**src/rtl/m31_pkg.sv**
```systemverilog
// Shared M31 field definitions (p = 2^31 - 1) and vector-block state encoding.
package m31_pkg;

    localparam int unsigned M31_WIDTH = 31;
    localparam logic [M31_WIDTH-1:0] M31_P = 31'h7FFF_FFFF;

    typedef logic [M31_WIDTH-1:0] m31_t;

    typedef enum logic [1:0] {
        StIdle,
        StRun,
        StDrain,
        StDone
    } vs_state_e;

endpackage

```
**src/rtl/m31_mod_reduce.sv**
```systemverilog
// Combinational reduction of a 63-bit value modulo 2^31-1 to the canonical range [0, p-1].
module m31_mod_reduce
    import m31_pkg::*;
(
    input  logic [62:0] x_i,
    output m31_t        r_o
);

    logic [32:0] s1;
    logic [31:0] s2;
    logic [31:0] s3;

    // 2^31 == 1 (mod p), so each fold adds the high part onto the low 31 bits.
    always_comb begin
        s1  = 33'(x_i[30:0]) + 33'(x_i[62:31]);
        s2  = 32'(s1[30:0]) + 32'(s1[32:31]);
        s3  = 32'(s2[30:0]) + 32'(s2[31]);
        r_o = (s3 >= {1'b0, M31_P}) ? 31'(s3 - {1'b0, M31_P}) : s3[30:0];
    end

endmodule

```
**src/rtl/m31_multiplier_pl.sv**
```systemverilog
// Pipelined 31x31 -> 62-bit multiplier; the product appears STAGES cycles after the operands.
module m31_multiplier_pl
    import m31_pkg::*;
#(
    parameter int unsigned STAGES = 2
) (
    input  logic        clk,
    input  logic        reset_n,
    input  m31_t        a_i,
    input  m31_t        b_i,
    output logic [61:0] p_o
);

    logic [STAGES-1:0][61:0] pipe_q;

    always_ff @(posedge clk or negedge reset_n) begin
        if (!reset_n) begin
            pipe_q <= '0;
        end else begin
            pipe_q[0] <= {31'b0, a_i} * {31'b0, b_i};
            for (int i = 1; i < int'(STAGES); i++) begin
                pipe_q[i] <= pipe_q[i-1];
            end
        end
    end

    assign p_o = pipe_q[STAGES-1];

endmodule

```
**src/rtl/vector_issue_ctrl.sv**
```systemverilog
// Job FSM for vector blocks: issues one element index per cycle and tracks writebacks
// through an issue-valid delay line matched to the datapath latency.
module vector_issue_ctrl
    import m31_pkg::*;
#(
    parameter int unsigned VECTOR_SIZE = 16,
    parameter int unsigned LATENCY     = 2,
    parameter int unsigned IDX_W       = $clog2(VECTOR_SIZE)
) (
    input  logic             clk,
    input  logic             reset_n,
    input  logic             start_i,
    output logic             load_o,
    output logic [IDX_W-1:0] issue_idx_o,
    output logic             wb_valid_o,
    output logic [IDX_W-1:0] wb_idx_o,
    output logic             busy_o,
    output logic             done_o
);

    localparam logic [IDX_W-1:0] LastIdx = IDX_W'(VECTOR_SIZE - 1);

    vs_state_e          state_q, state_d;
    logic [IDX_W-1:0]   issue_cnt_q, issue_cnt_d;
    logic [IDX_W-1:0]   wb_cnt_q, wb_cnt_d;
    logic [LATENCY-1:0] dly_q;
    logic               issue_valid;

    always_comb begin
        state_d     = state_q;
        issue_cnt_d = issue_cnt_q;
        wb_cnt_d    = wb_cnt_q;
        load_o      = 1'b0;
        issue_valid = 1'b0;
        wb_valid_o  = dly_q[LATENCY-1];

        if (wb_valid_o) begin
            wb_cnt_d = (wb_cnt_q == LastIdx) ? '0 : wb_cnt_q + 1'b1;
        end

        case (state_q)
            StIdle, StDone: begin
                if (start_i) begin
                    load_o      = 1'b1;
                    state_d     = StRun;
                    issue_cnt_d = '0;
                    wb_cnt_d    = '0;
                end
            end
            StRun: begin
                issue_valid = 1'b1;
                if (issue_cnt_q == LastIdx) begin
                    state_d     = StDrain;
                    issue_cnt_d = '0;
                end else begin
                    issue_cnt_d = issue_cnt_q + 1'b1;
                end
            end
            StDrain: begin
                if (wb_valid_o && wb_cnt_q == LastIdx) begin
                    state_d = StDone;
                end
            end
            default: state_d = StIdle;
        endcase
    end

    always_ff @(posedge clk or negedge reset_n) begin
        if (!reset_n) begin
            state_q     <= StIdle;
            issue_cnt_q <= '0;
            wb_cnt_q    <= '0;
            dly_q       <= '0;
        end else begin
            state_q     <= state_d;
            issue_cnt_q <= issue_cnt_d;
            wb_cnt_q    <= wb_cnt_d;
            dly_q[0]    <= issue_valid;
            for (int i = 1; i < int'(LATENCY); i++) begin
                dly_q[i] <= dly_q[i-1];
            end
        end
    end

    assign issue_idx_o = issue_cnt_q;
    assign wb_idx_o    = wb_cnt_q;
    assign busy_o      = (state_q == StRun) || (state_q == StDrain);
    assign done_o      = (state_q == StDone);

endmodule

```
**src/rtl/vector_scale_mc.sv**
```systemverilog
// Multi-cycle M31 scalar-by-vector multiply: result[i] = scalar * vec[i] mod (2^31 - 1),
// one element through a shared pipelined multiplier per cycle.
module vector_scale_mc
    import m31_pkg::*;
#(
    parameter int unsigned WORD_WIDTH          = M31_WIDTH,
    parameter int unsigned VECTOR_SIZE         = 16,
    parameter int unsigned DSP_PIPELINE_STAGES = 2
) (
    input  logic                                    clk,
    input  logic                                    reset_n,
    input  logic                                    start,
    input  logic [WORD_WIDTH-1:0]                   scalar,
    input  logic [VECTOR_SIZE-1:0][WORD_WIDTH-1:0]  vec,
    output logic                                    busy,
    output logic [VECTOR_SIZE-1:0][WORD_WIDTH-1:0]  result,
    output logic                                    valid
);

    localparam int unsigned IdxW = $clog2(VECTOR_SIZE);

    logic [WORD_WIDTH-1:0]                  scalar_q;
    logic [VECTOR_SIZE-1:0][WORD_WIDTH-1:0] vec_q;
    logic [VECTOR_SIZE-1:0][WORD_WIDTH-1:0] result_q;

    logic            load;
    logic [IdxW-1:0] issue_idx;
    logic            wb_valid;
    logic [IdxW-1:0] wb_idx;
    logic [61:0]     product;
    m31_t            reduced;

    vector_issue_ctrl #(
        .VECTOR_SIZE (VECTOR_SIZE),
        .LATENCY     (DSP_PIPELINE_STAGES),
        .IDX_W       (IdxW)
    ) u_ctrl (
        .clk         (clk),
        .reset_n     (reset_n),
        .start_i     (start),
        .load_o      (load),
        .issue_idx_o (issue_idx),
        .wb_valid_o  (wb_valid),
        .wb_idx_o    (wb_idx),
        .busy_o      (busy),
        .done_o      (valid)
    );

    m31_multiplier_pl #(
        .STAGES (DSP_PIPELINE_STAGES)
    ) u_mul (
        .clk     (clk),
        .reset_n (reset_n),
        .a_i     (scalar_q),
        .b_i     (vec_q[issue_idx]),
        .p_o     (product)
    );

    m31_mod_reduce u_red (
        .x_i ({1'b0, product}),
        .r_o (reduced)
    );

    // Operands are latched on acceptance so the caller is free to change them afterwards.
    always_ff @(posedge clk or negedge reset_n) begin
        if (!reset_n) begin
            scalar_q <= '0;
            vec_q    <= '0;
            result_q <= '0;
        end else begin
            if (load) begin
                scalar_q <= scalar;
                vec_q    <= vec;
            end
            if (wb_valid) begin
                result_q[wb_idx] <= reduced;
            end
        end
    end

    assign result = result_q;

endmodule

```
**config.mk**
```make
export PLATFORM = sky130hd
export DESIGN_NAME = vector_scale_mc
export DESIGN_NICKNAME = d
export VERILOG_FILES = /design/src/rtl/m31_pkg.sv /design/src/rtl/m31_mod_reduce.sv /design/src/rtl/m31_multiplier_pl.sv /design/src/rtl/vector_issue_ctrl.sv /design/src/rtl/vector_scale_mc.sv
export SDC_FILE = /design/constraint.sdc
export NUM_CORES = 2
export LEC_CHECK = 0
export ABC_CLOCK_PERIOD_IN_PS = 10500
export BUFFER_PORTS_ARGS = -buffer_cell sky130_fd_sc_hd__buf_2
export CAP_MARGIN = 20
export CORE_AREA = 2 2 398 400
export CTS_CLUSTER_SIZE = 16
export DETAILED_ROUTE_END_ITERATION = 6
export DIE_AREA = 0 0 400 402
export PLACE_DENSITY = 0.74
export REMOVE_ABC_BUFFERS = 1
export SYNTH_ARGS = -nofsm -noshare
export SYNTH_HDL_FRONTEND = slang
export SYNTH_SLANG_ARGS = --single-unit
```
**constraint.sdc**
```tcl
create_clock -name clk -period 10.5 [get_ports clk]
set_clock_uncertainty 0.05 [all_clocks]
set_input_delay 2.1 -clock clk [delete_from_list [all_inputs] [get_ports clk]]
set_output_delay 2.1 -clock clk [all_outputs]
set_load 0.005 [all_outputs]
```
==> flow_summary_export.csv <==
group,metric,value,unit
yosys,yosysSeqAreaShare,36.59,%
clocking,clk_path_buf_depth,3,
finish,area_growth,15.15,%
finish,fin_nets,9704,
detailed_routing,routed_via_density,5.729,
detailed_routing,drt_iter0_drc,4719,
run_status,outcome,"complete, no violations",
global_routing,grt_max_degree,166,
flow_run,maxCapViolCount,0,
clocking,clock-root-buffer,"clkbuf_16",
detailed_routing,met3_length,25050,µm
critical_path,crit_family,"adder cells",
critical_path,crit_path_max_incr_delay,0.96,ns
yosys,yosysTopAreaCell,"dfrtp_1",
timing,slew_headroom,23.95,%
detailed_routing,drt-total-wl,257400,µm
timing,rsz0062_at_grt,"true",
yosys,syn_area,79270,µm²
detailed_routing,remaining_drc_errors,0,
clocking,clock_sinks,1159,
yosys,synthDistinctLibCells,95,
clocking,cts-htree-levels,3,
yosys,ys_ff_latch,1159,
clocking,clk_pin_slew,0.06,ns
yosys,ys_warn_count,0,
timing,fmax,96.68,MHz
yosys,synthCells,7154,
critical_path,crit_slowest_cell,"mux4_1",
yosys,synth.area.top_cells,"dfrtp_1, fa_1, mux2_2, nand2_1, ha_1",
clocking,cts_tree,"built",
detailed_routing,wl_met2,121000,µm
floorplan,dieArea,160800,µm²
timing,tightest_slew,1.141,ns
yosys,postSynthAreaPerCell,11.08,µm²
detailed_routing,wl_per_cell,25.09,µm
finish,final-seq-area,29020,µm²
finish,fillerInstances,12844,
floorplan,die_height,402,µm
timing,setup_viol,0,
critical_path,cp_common_cell,"fa_1",
clocking,clock_latency,0.83,ns
critical_path,cp_num_buf_inv,4,
critical_path,startpoint_type,"flop",
floorplan,ios,1028,
timing,tns,0,ns
global_routing,grt_pass1_vias,62197,
timing,hold_violations,0,
global_routing,overflow,0,
yosys,post-synth-top-count-cell,"dfrtp_1",
placed_design,dp_hpwl,195000,µm
global_routing,track_usage,31.54,%
critical_path,critPathMaxFanout,12,
yosys,synth_ff_type,"dfrtp_1",
hold_path,hold_class,"flop to flop",
floorplan,core-area,157100,µm²
detailed_routing,vias,58781,
floorplan,die_w,400,µm
critical_path,rrSetupSlack,0.16,ns
floorplan,initial_core_util,50.46,%
critical_path,crit_arrival,10.98,ns
timing,fin_crit,10.34,ns
placed_design,io_buffers,1027,
critical_path,crit_type,"flop to flop",
timing,min_period_over_period,98.51,%
placed_design,gp_congestion,0.9614,
yosys,synth_top_area_share,36.59,%
yosys,synth_common_cells,"dfrtp_1, nand2_1, fa_1",
clocking,hold_buffers,0,
yosys,synth_edf_count,0,
detailed_routing,postRouteAntennaNets,0,
detailed_routing,firstDrtPassIters,5,
clocking,numCtsBuffers,116,
detailed_routing,drt-met1-wl,93200,µm
critical_path,end_kind,"flop",
finish,drive_above_1_share,26.55,%
timing,slew_viol_final,0,
global_routing,antenna_found_initial,83,
finish,multiInputGateArea,45610,µm²
global_routing,grt_first_pass_wirelength,380700,µm
floorplan,rows,146,
critical_path,worstPathRequired,11.13,ns
yosys,ys_async_sr_fraction,100.0,%
detailed_routing,highest_layer,"met5",
==> cells by family (layout without fill, tap and decap cells) <==
family	after synthesis	count (layout)	synth area share [%]
AO/OA/AOI/OAI	869	869	6.498
XOR/XNOR	134	134	1.536
adder cells (fa/ha/maj)	1138	1138	25.90
buffers and inverters	1268	2246	6.106
flip-flops	1159	1159	36.59
multiplexers	688	691	11.97
other	0	54	0
AND/OR/NAND/NOR	1898	1898	11.41
==> sequential cells by signal, summed over array words and instances (netlist names) <==
signal	count
result	496
vec_q	496
u_mul.p_o	62
u_mul.pipe_q	62
scalar_q	31
u_ctrl.issue_idx_o	4
u_ctrl.wb_idx_o	4
u_ctrl.dly_q	2
u_ctrl.state_q	2
==> final timing paths <==
kind / from / endpoint / cells past startpoint
worst max register to register: u_ctrl.issue_idx_o[0] / u_mul.pipe_q[59] / 28
min in group asynchronous: reset_n / result[301] / 1
worst min-delay path: u_mul.pipe_q[9] / u_mul.p_o[9] / 0
worst max-delay path: u_ctrl.issue_idx_o[0] / u_mul.pipe_q[59] / 28
worst min register to register: u_mul.pipe_q[9] / u_mul.p_o[9] / 0
max in group asynchronous: reset_n / scalar_q[16] / 3
==> what timing repair did <==
| action | CTS | global route |
|---|---|---|
| setup endpoints to repair | 0 | 249 |
| setup buffers | 0 | 6 |
| resized for setup | 0 | 9 |
==> worst register-to-register path: cells and delay by family (launching register included) <==
family,cells,cell delay (ns)
buf+inv,4,0.57
flops,1,0.56
simple gates,7,1.95
mux,2,1.66
compound gates,5,0.90
fa+ha+maj,9,4.42
xor+xnor,1,0.14
==> routing by layer <==
metal	vias up	global-route usage, %
met5	-	0
met2	2967	50.61
met3	883	8.447
met1	29871	38.18
met4	46	18.71
li1	25014	-
==> cells in the final DEF (no fill, tap or decap), types with 39 or more instances in the layout <==
master,count
a21o_1,59
a21oi_1,96
and2_1,508
buf_2,1026
buf_4,162
clkbuf_16,116
dfrtp_1,1150
diode_2,54
fa_1,838
ha_1,300
inv_1,820
mux2_2,528
mux4_2,157
nand2_1,1059
nor2_1,83
o21ai_0,374
o21ai_1,151
o31ai_1,39
xnor2_1,92
==> layout make-up <==
type	instances	share of cell area, %
Inverter	820	3.372
Tap cell	2072	2.840
Antenna cell	54	0.1480
Timing Repair Buffer	1209	7.411
Clock buffer	161	3.628
Sequential cell	1159	31.79
Clock inverter	56	0.8539
Multi-Input combinational cell	4730	49.96
==> through the flow <==
stage / std cells / area, µm² / utilization [%] / setup slack (ns) / hold slack [ns]
2_1_floorplan: 6706 / 77510 / - / -5.495 / 0.2812
3_3_place_gp: 9980 / 86860 / 55.29 / 0.5313 / 0.2817
3_5_place_dp: 9980 / 86860 / 55.29 / 0.3597 / 0.2847
4_1_cts: 10197 / 90950 / 57.90 / 0.3075 / 0.2585
5_1_grt: 10243 / 91240 / 58.08 / -0.02182 / 0.2740
6_report: 10261 / 91290 / 58.11 / 0.1562 / 0.2526
Power is left out: the tool's default activity adds up to more than one toggle a clock period on the data nets, which glitch-free logic cannot reach.
